==> config.mk <==
export PLATFORM = sky130hd
export DESIGN_NAME = reorder_buffer_flat
export DESIGN_NICKNAME = d
export VERILOG_FILES = /design/src/rtl/reorder_buffer_if.sv /design/src/rtl/reorder_buffer.sv /design/src/flat_wrapper.sv
export SDC_FILE = /design/constraint.sdc
export NUM_CORES = 1
export LEC_CHECK = 0
export CORE_MARGIN = 4
export CORE_UTILIZATION = 38
export DETAILED_ROUTE_END_ITERATION = 16
export PLACE_DENSITY = 0.56
export SLEW_MARGIN = 20
export SYNTH_ARGS = -nofsm -noshare
export SYNTH_HDL_FRONTEND = slang
export SYNTH_SLANG_ARGS = --single-unit
==> constraint.sdc <==
create_clock -name clk -period 7.45 [get_ports clk]
set_input_delay 2.235 -clock clk [delete_from_list [all_inputs] [get_ports clk]]
set_output_delay 2.235 -clock clk [all_outputs]
set_load 0.05 [all_outputs]
==> src/rtl/reorder_buffer_if.sv <==
// Reorder buffer port bundle: allocation from rename, completion from execute, retire/free toward rename.
// Latency: none, signals only; the ROB uses the slave modport, its environment uses master.
// Backpressure: alloc_ready gates allocation; completion and retire/free have no backpressure.
// Optional ports occupancy/overflow_err exist only when ROB_OCCUPANCY_EN is defined.
interface reorder_buffer_if #(
  parameter int DEPTH  = 8,
  parameter int PREG_W = 5,
  parameter int AREG_W = 3
);
  localparam int IDX_W = $clog2(DEPTH);

  logic              alloc_valid;
  logic              alloc_ready;
  logic              alloc_dest_valid;
  logic [AREG_W-1:0] alloc_arch_dest;
  logic [PREG_W-1:0] alloc_new_preg;
  logic [PREG_W-1:0] alloc_old_preg;
  logic [IDX_W-1:0]  alloc_tag;
  logic              complete_valid;
  logic [IDX_W-1:0]  complete_tag;
  logic              retire_valid;
  logic [AREG_W-1:0] retire_arch;
  logic [PREG_W-1:0] retire_preg;
  logic              free_valid;
  logic [PREG_W-1:0] free_preg;
`ifdef ROB_OCCUPANCY_EN
  logic [IDX_W:0]    occupancy;
  logic              overflow_err;
`endif

  // Rename/execute side of the ROB.
  modport master (
    output alloc_valid, alloc_dest_valid, alloc_arch_dest, alloc_new_preg, alloc_old_preg,
    output complete_valid, complete_tag,
    input  alloc_ready, alloc_tag,
    input  retire_valid, retire_arch, retire_preg, free_valid, free_preg
`ifdef ROB_OCCUPANCY_EN
    , input occupancy, overflow_err
`endif
  );

  // The ROB itself.
  modport slave (
    input  alloc_valid, alloc_dest_valid, alloc_arch_dest, alloc_new_preg, alloc_old_preg,
    input  complete_valid, complete_tag,
    output alloc_ready, alloc_tag,
    output retire_valid, retire_arch, retire_preg, free_valid, free_preg
`ifdef ROB_OCCUPANCY_EN
    , output occupancy, overflow_err
`endif
  );
endinterface

==> src/rtl/reorder_buffer.sv <==
// In-order retirement ROB: records rename results, tracks completion, retires head and frees old preg.
// Latency: completion at edge E makes retire_valid high the following cycle; head advances at E+1.
// Backpressure: alloc_ready = !full from registered count only; rename holds alloc_valid while low.
// Optional feature macro ROB_OCCUPANCY_EN adds occupancy and sticky overflow_err outputs.
module reorder_buffer #(
  parameter int DEPTH  = 8,
  parameter int PREG_W = 5,
  parameter int AREG_W = 3
) (
  input  logic            clk,
  input  logic            rst_n,
  reorder_buffer_if.slave rob
);
  localparam int IDX_W = $clog2(DEPTH);
  localparam logic [IDX_W:0] CNT_FULL = (IDX_W+1)'(DEPTH);

  // Per-entry state.
  logic [DEPTH-1:0]  valid_q, valid_d;
  logic [DEPTH-1:0]  done_q, done_d;
  logic [DEPTH-1:0]  dest_valid_q, dest_valid_d;
  logic [AREG_W-1:0] arch_q [DEPTH];
  logic [AREG_W-1:0] arch_d [DEPTH];
  logic [PREG_W-1:0] new_preg_q [DEPTH];
  logic [PREG_W-1:0] new_preg_d [DEPTH];
  logic [PREG_W-1:0] old_preg_q [DEPTH];
  logic [PREG_W-1:0] old_preg_d [DEPTH];

  // Pointers and occupancy; head==tail is ambiguous, count tells empty from full.
  logic [IDX_W-1:0]  head_q, head_d;
  logic [IDX_W-1:0]  tail_q, tail_d;
  logic [IDX_W:0]    count_q, count_d;

  logic              alloc_ok;
  logic              alloc_fire;
  logic              retire_fire;
  logic              free_fire;
  logic              complete_hit;

`ifdef ROB_OCCUPANCY_EN
  logic              overflow_q, overflow_d;
`endif

  // Handshake decode, all from registered state so alloc_ready never sees this cycle's retire.
  always_comb begin
    alloc_ok     = (count_q != CNT_FULL);
    alloc_fire   = rob.alloc_valid && alloc_ok;
    retire_fire  = valid_q[head_q] && done_q[head_q];
    free_fire    = retire_fire && dest_valid_q[head_q];
    complete_hit = rob.complete_valid && valid_q[rob.complete_tag];
  end

  // Output drive: head payload is masked to zero unless the head actually retires.
  always_comb begin
    rob.alloc_ready  = alloc_ok;
    rob.alloc_tag    = tail_q;
    rob.retire_valid = retire_fire;
    rob.free_valid   = free_fire;
    rob.retire_arch  = retire_fire ? arch_q[head_q]     : '0;
    rob.retire_preg  = retire_fire ? new_preg_q[head_q] : '0;
    rob.free_preg    = free_fire   ? old_preg_q[head_q] : '0;
`ifdef ROB_OCCUPANCY_EN
    rob.occupancy    = count_q;
    rob.overflow_err = overflow_q;
`endif
  end

  // Next state: completion, then retirement of the head, then allocation at the tail.
  always_comb begin
    valid_d      = valid_q;
    done_d       = done_q;
    dest_valid_d = dest_valid_q;
    arch_d       = arch_q;
    new_preg_d   = new_preg_q;
    old_preg_d   = old_preg_q;
    head_d       = head_q;
    tail_d       = tail_q;
    count_d      = count_q;

    // Only live entries may be marked done; the slot being allocated is not live yet.
    if (complete_hit) begin
      done_d[rob.complete_tag] = 1'b1;
    end

    if (retire_fire) begin
      valid_d[head_q] = 1'b0;
      done_d[head_q]  = 1'b0;
      head_d          = head_q + 1'b1;
    end

    // Tail never aliases a retiring head: that would need a full ROB, which refuses allocation.
    if (alloc_fire) begin
      valid_d[tail_q]      = 1'b1;
      done_d[tail_q]       = 1'b0;
      dest_valid_d[tail_q] = rob.alloc_dest_valid;
      arch_d[tail_q]       = rob.alloc_arch_dest;
      new_preg_d[tail_q]   = rob.alloc_new_preg;
      old_preg_d[tail_q]   = rob.alloc_old_preg;
      tail_d               = tail_q + 1'b1;
    end

    case ({alloc_fire, retire_fire})
      2'b10:   count_d = count_q + 1'b1;
      2'b01:   count_d = count_q - 1'b1;
      default: count_d = count_q;
    endcase
  end

`ifdef ROB_OCCUPANCY_EN
  // Sticky flag for a completion aimed at a slot that holds no instruction.
  always_comb begin
    overflow_d = overflow_q | (rob.complete_valid && !valid_q[rob.complete_tag]);
  end

  // Overflow flag register.
  always_ff @(posedge clk or negedge rst_n) begin
    if (!rst_n) begin
      overflow_q <= 1'b0;
    end else begin
      overflow_q <= overflow_d;
    end
  end
`endif

  // State registers; reset discards every in-flight entry at once.
  always_ff @(posedge clk or negedge rst_n) begin
    if (!rst_n) begin
      valid_q      <= '0;
      done_q       <= '0;
      dest_valid_q <= '0;
      head_q       <= '0;
      tail_q       <= '0;
      count_q      <= '0;
      for (int i = 0; i < DEPTH; i++) begin
        arch_q[i]     <= '0;
        new_preg_q[i] <= '0;
        old_preg_q[i] <= '0;
      end
    end else begin
      valid_q      <= valid_d;
      done_q       <= done_d;
      dest_valid_q <= dest_valid_d;
      head_q       <= head_d;
      tail_q       <= tail_d;
      count_q      <= count_d;
      for (int i = 0; i < DEPTH; i++) begin
        arch_q[i]     <= arch_d[i];
        new_preg_q[i] <= new_preg_d[i];
        old_preg_q[i] <= old_preg_d[i];
      end
    end
  end
endmodule
==> src/flat_wrapper.sv <==
// flat-port wrapper written by rule: the top's interface ports become plain ports
module reorder_buffer_flat 
#(
  parameter int DEPTH  = 8,
  parameter int PREG_W = 5,
  parameter int AREG_W = 3
)
  (clk, rst_n, rob_alloc_valid, rob_alloc_dest_valid, rob_alloc_arch_dest, rob_alloc_new_preg, rob_alloc_old_preg, rob_complete_valid, rob_complete_tag, rob_alloc_ready, rob_alloc_tag, rob_retire_valid, rob_retire_arch, rob_retire_preg, rob_free_valid, rob_free_preg);
  reorder_buffer_if #(.DEPTH(DEPTH), .PREG_W(PREG_W), .AREG_W(AREG_W)) rob_i ();
  input  logic clk;
  input  logic rst_n;
  input wire logic [$bits(rob_i.alloc_valid)-1:0] rob_alloc_valid;
  input wire logic [$bits(rob_i.alloc_dest_valid)-1:0] rob_alloc_dest_valid;
  input wire logic [$bits(rob_i.alloc_arch_dest)-1:0] rob_alloc_arch_dest;
  input wire logic [$bits(rob_i.alloc_new_preg)-1:0] rob_alloc_new_preg;
  input wire logic [$bits(rob_i.alloc_old_preg)-1:0] rob_alloc_old_preg;
  input wire logic [$bits(rob_i.complete_valid)-1:0] rob_complete_valid;
  input wire logic [$bits(rob_i.complete_tag)-1:0] rob_complete_tag;
  output wire logic [$bits(rob_i.alloc_ready)-1:0] rob_alloc_ready;
  output wire logic [$bits(rob_i.alloc_tag)-1:0] rob_alloc_tag;
  output wire logic [$bits(rob_i.retire_valid)-1:0] rob_retire_valid;
  output wire logic [$bits(rob_i.retire_arch)-1:0] rob_retire_arch;
  output wire logic [$bits(rob_i.retire_preg)-1:0] rob_retire_preg;
  output wire logic [$bits(rob_i.free_valid)-1:0] rob_free_valid;
  output wire logic [$bits(rob_i.free_preg)-1:0] rob_free_preg;
  assign rob_i.alloc_valid = rob_alloc_valid;
  assign rob_i.alloc_dest_valid = rob_alloc_dest_valid;
  assign rob_i.alloc_arch_dest = rob_alloc_arch_dest;
  assign rob_i.alloc_new_preg = rob_alloc_new_preg;
  assign rob_i.alloc_old_preg = rob_alloc_old_preg;
  assign rob_i.complete_valid = rob_complete_valid;
  assign rob_i.complete_tag = rob_complete_tag;
  assign rob_alloc_ready = rob_i.alloc_ready;
  assign rob_alloc_tag = rob_i.alloc_tag;
  assign rob_retire_valid = rob_i.retire_valid;
  assign rob_retire_arch = rob_i.retire_arch;
  assign rob_retire_preg = rob_i.retire_preg;
  assign rob_free_valid = rob_i.free_valid;
  assign rob_free_preg = rob_i.free_preg;
  reorder_buffer #(.DEPTH(DEPTH), .PREG_W(PREG_W), .AREG_W(AREG_W)) u_core (.clk(clk), .rst_n(rst_n), .rob(rob_i));
endmodule
==> results.cfg, run 1 <==
[placement]
dp_slack_ns = 1.53
dp_hpwl_um = 10400
portBuffers = 39
placed_cell_area_um2 = 7190
globalplace.congestion = 0.800

[synthesis]
yosysTopAreaCellShare = 0.520
ys_top_cells_by_count = 138 x dfrtp_1, 114 x mux2_2, 30 x nand2_1, 26 x nor2_1
synth_fa_ha_area_frac = 0.00942
ys.flop_type = dfrtp_1
ys_seq_elements = 138
synthXorXnorAreaFrac = 0.00923
synthArstFlopShare = 1.00
netlist_area_um2 = 6640
synth_top_area_cell = dfrtp_1
synth_top_family_by_area = multiplexers
synthTopCellsByArea = dfrtp_1 52%, mux2_2 19%, mux4_2 3.1%
synthMuxAreaShare = 0.263
syn_area_per_cell_um2 = 13.0
synth_edf_count = 0
yosys.area_share.simple = 0.0858
yosysMostFrequentCell = dfrtp_1
synth_compound_area_frac = 0.0786
yosysUniqueCellTypes = 58
yosysSeqAreaShare = 0.520
synth_fp_nets = 536
postSynthCellCount = 510
yosysWarnings = 0

[floorplanning]
io_pins = 40
die_h_um = 140
die_area_um2 = 19600
die_w_um = 140
core_um2 = 17200
initial_core_util = 0.385
fp-row-count = 48

[worst_hold_path]
hp-start = u_core.count_q[3]
whs_endpoint = u_core.count_q[3]
hold_depth = 1
hold_class = reg2reg

[critical_path]
worstRegToRegCells = 13
r2r_end = u_core.count_q[2]
critPathCaptureType = output port
max_stage_delay_ns = 0.94
rr_startpoint = u_core.head_q[0]
rrSetupSlack_ns = 3.63
cp_data_arrival_time_ns = 4.13
worst-path-buf-inv = 3
critPathMostFrequentCell = buf_4
required_ns = 5.22
critical-path-top-delay-family = buffers and inverters
setup.worst_path.class = reg2out
crit_path_start_kind = flip-flop
cp_cell_sequence = buf_4 -> buf_4 -> mux4_2 -> mux2_2 -> o21ai_0 -> a2111oi_0 -> clkdlybuf4s50_1
cp_max_fo = 20
cp_slowest_cell = clkdlybuf4s50_1

[clock_tree]
cts_hold_buf = 0
post_cts_buffers = 0
htreeDepth = 4
cts_resized = 0
tritoncts = done
clk_pin_slew_ns = 0.06
clock-sinks = 138
cts-root-buf = clkbuf_16
cts_max_path_buffers = 2
clk_latency_ns = 0.43
cts_buffers = 17

[layout]
nets = 576
syn_to_final_growth_pct = 17.7
final_util = 0.453
drive_gt1_frac = 0.332
antenna_cells = 0
fin_area_um2 = 7810

[route]
dr_total_vias = 4266
wl_per_cell_um = 20.5
ant_nets = 0
routed_wl_um = 16100
avgViaCountPerCell = 5.41
drc_errors = 0
dr.pass1.iters = 5
drt_iter0_drc = 226

[timing]
setup_viol = 0
worstMarginPinSlew_ns = 0.858
timing.slew.headroom = 0.427
hold_viol = 0
tns_ns = 0
layout_min_cycle_time_ns = 6.36
setup_ws_ns = 1.09
report.final.slew_viol_count = 0
period_share = 0.854
skew_ns = 0.00687
grt_setup_unrepaired = no
whs_ns = 0.484
fmax_mhz = 157

[power_and_ir_drop]
switchingPower_mw = 1.49
powerDensity_nw_per_um2 = 507
p_leak_nw = 3.29
p_int_mw = 2.47
pwr-share-comb = 0.411
max-vdd-ir-drop_mv = 0.247
netSwitchingFraction = 0.377
power_frac_clock = 0.225
p_seq_frac = 0.364

[grt]
grt_overflow = 0
track_usage = 0.174
grt_pass1_vias = 4531
antenna_found_initial = 0
grt_max_degree = 82
grt_pass1_wl_um = 26200

[run]
cap_violations = 0

[outcome]
status = complete, no violations
-- sequential cells by signal, summed over array words and instances, names as in the netlist --
signal and count:
u_core.done_q 8, u_core.old_preg_q 40, u_core.count_q 4, u_core.rob.alloc_tag 3, u_core.valid_q 8, u_core.new_preg_q 40
u_core.dest_valid_q 8, u_core.head_q 3, u_core.arch_q 24
-- worst max-delay path by stage --
stage / start / endpoint / cells after the start
floorplan: u_core.head_q[1] / rob_free_preg[4] / 5
CTS: u_core.head_q[2] / rob_free_preg[4] / 7
global placement: u_core.head_q[2] / rob_free_preg[4] / 7
detailed placement: u_core.head_q[2] / rob_free_preg[4] / 7
global route: u_core.head_q[1] / rob_free_preg[4] / 6
finish: u_core.head_q[2] / rob_free_preg[4] / 7
-- power groups by stage --
stage	Combinational (mW)	Sequential, mW	Clock [mW]
floorplan	1.29	1.32	0
detailed placement	1.64	1.44	0
global placement	1.60	1.44	0
global route	1.77	1.49	0.939
finish	1.63	1.44	0.891
CTS	1.64	1.43	0.907
-- routing by layer --
metal / vias up / routed length (um) / global-route usage
li1: 1967 / - / -
met1: 2176 / 7450 / 0.232
met2: 99 / 7570 / 0.271
met3: 24 / 787 / 0.0495
met4: 0 / 314 / 0.0612
met5: - / 0 / 0
-- logic make-up after synthesis --
| group | count (synthesis) |
|---|---|
| AOI/OAI and AO/OA | 78 |
| xor gates and xnor gates | 7 |
| adders and majority gates | 5 |
| buffers and inverters | 33 |
| DFF | 138 |
| muxes | 145 |
| and+or+nand+nor | 104 |
-- cell usage in the layout (no fill, tap or decap), drive strengths merged, types with 4 or more instances in the layout --
cell type / Yosys / final
nor3: 8 / 8
o21ai: 16 / 16
a211oi: 6 / 6
mux4: 9 / 9
nor2b: 5 / 5
o221ai: 9 / 9
nand2: 30 / 30
clkinv: 1 / 4
inv: 5 / 11
a21oi: 10 / 10
clkdlybuf4s50: 0 / 38
o31ai: 4 / 4
nand2b: 10 / 10
ha: 5 / 5
xnor2: 4 / 4
nand3: 6 / 6
mux2: 122 / 122
mux2i: 14 / 14
o22ai: 16 / 16
dfrtp: 138 / 138
buf: 21 / 10
nor2: 27 / 27
clkbuf: 6 / 18
-- worst register-to-register path, cell delays in order (launching register included) --
cell and delay [ns]:
dfrtp_1 0.60, buf_4 0.34, nor2_1 0.15, and4_1 0.28, a311o_1 0.39, nor2_2 0.56, inv_1 0.20, ha_1 0.34
xor2_1 0.17, ha_1 0.19, a21oi_1 0.14, xor2_1 0.16, nor2_1 0.06, xor2_1 0.14
-- layout make-up --
class / count / area [um^2]
Clock buffer: 18 / 439
Clock inverter: 14 / 183
Fill cell: 1530 / 9430
Inverter: 6 / 30.0
Multi-Input combinational cell: 339 / 2960
Sequential cell: 138 / 3450
Tap cell: 225 / 282
Timing Repair Buffer: 48 / 463
-- per-stage QoR --
stage	power [mW]	instances
2_1_floorplan	2.61	510
3_3_place_gp	3.05	756
3_5_place_dp	3.08	756
4_1_cts	3.98	788
5_1_grt	4.19	788
6_report	3.96	788
(Power assumes the default switching activity.)
==> run 2, diff against run 1 <==
Settings changed: PLACE_DENSITY 0.56 to 0.54, TNS_END_PERCENT set to 50.
==> run 2 against run 1 <==
  * Cell count grew 0.13%
  * First-iteration DRC count grew 1.3%
  * Clock skew grew 0.0011 ns
  * Combinational power is essentially flat
  * Fmax grew 0.19%
  * Core utilization shrank 0.44 points
  * Die area is the same
  * Clock power shrank 13%
  * Critical path type unchanged
==> results.cfg, run 2 (same netlist as run 1, synthesis figures left out) <==
[outcome]
status = complete, no violations

[clock_tree]
clock-sinks = 138
post_cts_buffers = 0
htreeDepth = 4
tritoncts = done
cts_resized = 0
cts_buffers = 17
clk_pin_slew_ns = 0.06
clk_latency_ns = 0.42
cts_max_path_buffers = 2
cts-root-buf = clkbuf_16
cts_hold_buf = 0

[timing]
tns_ns = 0
grt_setup_unrepaired = no
fmax_mhz = 158
layout_min_cycle_time_ns = 6.35
report.final.slew_viol_count = 0
whs_ns = 0.488
setup_viol = 0
hold_viol = 0
period_share = 0.852
setup_ws_ns = 1.10
skew_ns = 0.00794
worstMarginPinSlew_ns = 0.982
timing.slew.headroom = 0.345

[placement]
dp_slack_ns = 1.57
dp_hpwl_um = 10400
placed_cell_area_um2 = 7190
place_inst = 757
globalplace.congestion = 0.766
portBuffers = 39

[grt]
grt_pass1_wl_um = 26300
grt_overflow = 0
grt_pass1_vias = 4455
antenna_found_initial = 0
track_usage = 0.175
grt_max_degree = 85

[layout]
ff_latch_area_um2 = 3450
antenna_cells = 0
fill_cells = 1575
reg_top3 = u_core.new_preg_q (40), u_core.old_preg_q (40), u_core.arch_q (24)
syn_to_final_growth_pct = 16.5
layout_common_cells = 138 x dfrtp_1, 114 x mux2_2, 38 x clkdlybuf4s50_1, 30 x nand2_1, 26 x nor2_1
drive_gt1_frac = 0.332
final_common_cell = dfrtp_1
nets = 577
final_util = 0.449
multi_input_area_um2 = 2960
layoutNonFillerInstCount = 789
fin_area_um2 = 7740

[critical_path]
max_stage_delay_ns = 0.99
critPathCaptureType = output port
worstRegToRegCells = 13
cp_data_arrival_time_ns = 4.11
crit_path_start_kind = flip-flop
critical-path-top-delay-family = compound AO/OA/AOI/OAI gates
rr_startpoint = u_core.head_q[1]
cp_max_fo = 28
required_ns = 5.22
worst-path-buf-inv = 1
cp_cell_sequence = nand2_1 -> o22ai_1 -> o21a_1 -> o21ai_0 -> a2111oi_0 -> clkdlybuf4s50_1
setup.worst_path.class = reg2out
cp_slowest_cell = dfrtp_1
rrSetupSlack_ns = 3.23
r2r_end = u_core.count_q[2]

[worst_hold_path]
hold_class = reg2reg
hp-start = u_core.count_q[3]
whs_endpoint = u_core.count_q[3]
hold_depth = 1

[floorplanning]
die_w_um = 140
initial_core_util = 0.385
die_area_um2 = 19600
core_um2 = 17200
fp-row-count = 48
io_pins = 40
die_h_um = 140

[route]
wl_per_cell_um = 20.7
drt_iter0_drc = 229
ant_nets = 0
avgViaCountPerCell = 5.46
dr_total_vias = 4305
dr.pass1.iters = 4
drc_errors = 0
routed_wl_um = 16400

[power_and_ir_drop]
powerDensity_nw_per_um2 = 499
p_leak_nw = 3.26
max-vdd-ir-drop_mv = 0.272
power.total_mw = 3.86

[run]
cap_violations = 0
==> run 2: cell types whose count changed in the layout (fill, tap and decap cells not counted) <==
cell / delta
inv_6: -5
clkinv_2: +4
bufinv_16: -3
buf_4: +2
clkbuf_8: +2
clkinvlp_4: +2
buf_6: -1
clkbuf_1: +1
inv_8: -1
==> run 2: routing by layer <==
layer  global-route usage  up-vias  wire length, um
met2                0.279       72             7950
met5                    0        -                0
li1                     -     1964                -
met3               0.0410       19              589
met4               0.0561        0              217
met1                0.237     2250             7600
==> run 2: cell type report <==
class	count	area share
multi-input cells	339	0.383
inverters	6	0.00388
clock buffers	21	0.0608
clock inverters	11	0.00938
flip-flops and latches	138	0.446
well taps	225	0.0364
repair buffers	49	0.0603
==> run 2: report_power, final <==
| group | internal [mW] | switching [mW] | leakage [nW] |
|---|---|---|---|
| registers | 1.13 | 0.307 | 1.65 |
| clock network | 0.449 | 0.325 | 0.261 |
| logic | 0.799 | 0.848 | 1.34 |
==> run 2: worst max path at each step <==
stage	from	endpoint	slack [ns]	cells after the start
CTS	u_core.head_q[2]	rob_free_preg[4]	1.08	6
global placement	u_core.head_q[2]	rob_free_preg[4]	1.54	6
global route	u_core.head_q[2]	rob_free_preg[4]	0.86	6
floorplan	u_core.head_q[1]	rob_free_preg[4]	1.46	5
detailed placement	u_core.head_q[2]	rob_free_preg[4]	1.57	6
finish	u_core.head_q[2]	rob_free_preg[4]	1.10	6
==> run 3, diff against run 2 <==
Settings changed: HOLD_SLACK_MARGIN set to 0.15.
==> results of run 3 <==
Same layout as run 2: the final DEF is identical, and so are final timing and power.
==> RTL edit, RTL diff (flow settings as in run 2) <==
`PREG_W` is set to 5 in 3 places; all go to 10.
--- a/src/rtl/reorder_buffer_if.sv
+++ b/src/rtl/reorder_buffer_if.sv
@@ -4,7 +4,7 @@
 // Optional ports occupancy/overflow_err exist only when ROB_OCCUPANCY_EN is defined.
 interface reorder_buffer_if #(
   parameter int DEPTH  = 8,
-  parameter int PREG_W = 5,
+  parameter int PREG_W = 10,
   parameter int AREG_W = 3
 );
   localparam int IDX_W = $clog2(DEPTH);
--- a/src/rtl/reorder_buffer.sv
+++ b/src/rtl/reorder_buffer.sv
@@ -4,7 +4,7 @@
 // Optional feature macro ROB_OCCUPANCY_EN adds occupancy and sticky overflow_err outputs.
 module reorder_buffer #(
   parameter int DEPTH  = 8,
-  parameter int PREG_W = 5,
+  parameter int PREG_W = 10,
   parameter int AREG_W = 3
 ) (
   input  logic            clk,
--- a/src/flat_wrapper.sv
+++ b/src/flat_wrapper.sv
@@ -2,7 +2,7 @@
 module reorder_buffer_flat 
 #(
   parameter int DEPTH  = 8,
-  parameter int PREG_W = 5,
+  parameter int PREG_W = 10,
   parameter int AREG_W = 3
 )
   (clk, rst_n, rob_alloc_valid, rob_alloc_dest_valid, rob_alloc_arch_dest, rob_alloc_new_preg, rob_alloc_old_preg, rob_complete_valid, rob_complete_tag, rob_alloc_ready, rob_alloc_tag, rob_retire_valid, rob_retire_arch, rob_retire_preg, rob_free_valid, rob_free_preg);
Ports: changed (resized rob_alloc_new_preg, rob_alloc_old_preg, rob_free_preg and rob_retire_preg); port bits go from 40 to 60. No check against the original RTL was run, so the function may have changed too.
==> RTL edit against run 2 <==
Sequential cell count grew 80; first-iteration DRC count grew 54%; area after synthesis grew 53%; wire length grew 63%; power grew 57%; worst setup slack lost 0.11 ns; final area grew 54%; synthesized cell count grew 41%; critical path type unchanged; highest routed layer unchanged.
==> RTL edit: results (changes against run 2) <==
.. list-table::
   :header-rows: 1

   * - Metric
     - Value
   * - Clock slew at the register clock pins of the worst setup and hold paths
     - 0.06 ns (about the same)
   * - Number of levels in the clock H-tree
     - 1 (-3)
   * - Share of synthesized registers carrying an async set or reset
     - 100% (unchanged)
   * - Final count of pins violating max slew
     - 0 (unchanged)
   * - Maximum fanout along the worst path
     - 35 (+25%)
   * - CP Data Arrival Time
     - 4.22 ns (+0.11 ns)
   * - Maximum number of pins on one net before global-route repair
     - 122 (+44%)
   * - Status
     - complete, no violations
   * - Slew HR
     - 36.7% (+2.2 points)
   * - Distinct cells, synth
     - 60 (+3.4%)
   * - Peak supply drop
     - 217 uV (-20%)
   * - Post-cts sizing count
     - 0 (unchanged)
   * - Post-Synthesis Net Count
     - 756 (+41%)
   * - Global-route total usage across every layer
     - 18.1% (+0.65 points)
   * - Clk Tree Root Cell
     - sky130_fd_sc_hd__clkbuf_16
   * - Fill count
     - 2326 (+48%)
   * - Antenna diode count
     - 0 (unchanged)
   * - TritonRoute pass-1 iters
     - 4 (unchanged)
   * - Internal cell power
     - 3790 uW (+59%)
   * - Buffer depth of the longest clock path
     - 3 (+1)
   * - Wire length of the first global-routing pass
     - 41400 um (+58%)
   * - Number of global-route vias before repair
     - 6917 (+55%)
   * - Share of the yosys chip area belonging to registers
     - 53.6% (+1.6 points)
   * - Count of vias placed by the detailed router
     - 6445 (+50%)
   * - Clock Skew
     - 0.0148 ns (+0.00687 ns)
   * - Fraction of layout cells with a size suffix above 1
     - 38.9% (+5.8 points)
   * - Cell leakage power
     - 0.00481 uW (+48%)
   * - Yosys warnings
     - 0 (unchanged)
   * - Number of DRC markers after the initial detailed-route iteration
     - 352 (+54%)
   * - Final Wtd Congestion
     - 0.840 (+9.7%)
   * - Aggregate routed wire length
     - 26700 um (+63%)
   * - Largest cells by area after synthesis
     - sky130_fd_sc_hd__dfrtp_1 (54%), sky130_fd_sc_hd__mux2_2 (23%), sky130_fd_sc_hd__mux4_2 (5.1%), sky130_fd_sc_hd__o221ai_1 (1.8%), sky130_fd_sc_hd__mux2i_1 (1.3%)
   * - HP Class
     - register to register
   * - Number of buffers added on ports
     - 59 (+51%)
   * - Insertion delay to the later sink of the worst-skew pair
     - 0.52 ns (+0.10 ns)
   * - Main synth FF type
     - sky130_fd_sc_hd__dfrtp_1
   * - Worst setup slack after placement
     - 1.55 ns (-0.0203 ns)
   * - Post-CTS Setup Inserts
     - 0 (unchanged)
   * - Largest registers
     - u_core.new_preg_q x80, u_core.old_preg_q x80, u_core.arch_q x24
   * - Ranking of synthesized cells by instance count
     - sky130_fd_sc_hd__dfrtp_1 (218), sky130_fd_sc_hd__mux2_2 (208), sky130_fd_sc_hd__buf_2 (25), sky130_fd_sc_hd__mux4_2 (23), sky130_fd_sc_hd__o221ai_1 (21)
   * - CTS Buf Count
     - 25 (+8)
   * - Final #Nets
     - 812 (+41%)
   * - Placed wire-length estimate after detailed placement
     - 16100 um (+55%)
   * - Number of antenna violations at the first check in global routing
     - 0 (unchanged)
## RTL edit: critical path: stages (launching register included)
cell and delay (ns):
sky130_fd_sc_hd__dfrtp_2 0.89, sky130_fd_sc_hd__buf_4 0.47, sky130_fd_sc_hd__mux2i_1 0.12, sky130_fd_sc_hd__a22oi_1 0.37, sky130_fd_sc_hd__o211ai_4 0.31, sky130_fd_sc_hd__a2111oi_0 0.59, sky130_fd_sc_hd__clkdlybuf4s50_1 0.93
## RTL edit: routing by layer
metal	up-vias	wire, um	global-route usage [%]	part of all wire [%]
met5	-	0	0	0
met4	0	444	3.31	1.7
met3	29	1120	2.69	4.2
met2	183	12800	29.5	48
met1	3403	12300	26.2	46
li1	2830	-	-	-
## RTL edit: power by group through the flow
stage	sequential (uW)	clock, uW	combinational (uW)
after floorplan	2050	0	2000
after global placement	2220	0	2550
after detailed placement	2250	0	2600
after CTS	2230	1260	2610
after global routing	2300	1310	2770
final	2230	1230	2580
## RTL edit: final cells by class
cell class / instances / share of cell area (%)
clock inverters: 4 / 0.409
multi-input cells: 449 / 37.4
well taps: 335 / 3.52
repair buffers: 74 / 6.04
clock buffers: 41 / 6.59
inverters: 8 / 0.252
flip-flops and latches: 218 / 45.8
## RTL edit: kinds of logic after synthesis
kind of cell	after synthesis	synth area share, %
muxes	247	29.8
DFF	218	53.6
AOI/OAI and AO/OA	107	7.97
and+or+nand+nor	82	4.69
buffers and inverters	53	2.61
xor gates and xnor gates	8	0.689
adders and majority gates	5	0.615
## RTL edit: path summary, 6_finish.rpt
path | to | slack, ns | from | cells after the start
setup / recovery | rob_retire_preg[8] | 0.99 | u_core.head_q[2] | 6
hold / removal | u_core.count_q[3] | 0.46 | u_core.count_q[3] | 1
setup reg to reg | u_core.count_q[2] | 3.31 | u_core.head_q[2] | 12
hold reg to reg | u_core.count_q[3] | 0.46 | u_core.count_q[3] | 1
max in group asynchronous | u_core.head_q[2] | 4.54 | rst_n | 2
min in group asynchronous | u_core.head_q[1] | 1.78 | rst_n | 1
## RTL edit: metrics by stage
| step | instances | instance area (um2) | utilization (%) |
|---|---|---|---|
| 6_report | 1129 | 11900 | 45.5 |
| 5_1_grt | 1129 | 11900 | 45.5 |
| 4_1_cts | 1129 | 11900 | 45.5 |
| 3_5_place_dp | 1084 | 11100 | 42.3 |
| 3_3_place_gp | 1084 | 11100 | 42.3 |
| 2_1_floorplan | 720 | 10200 | - |
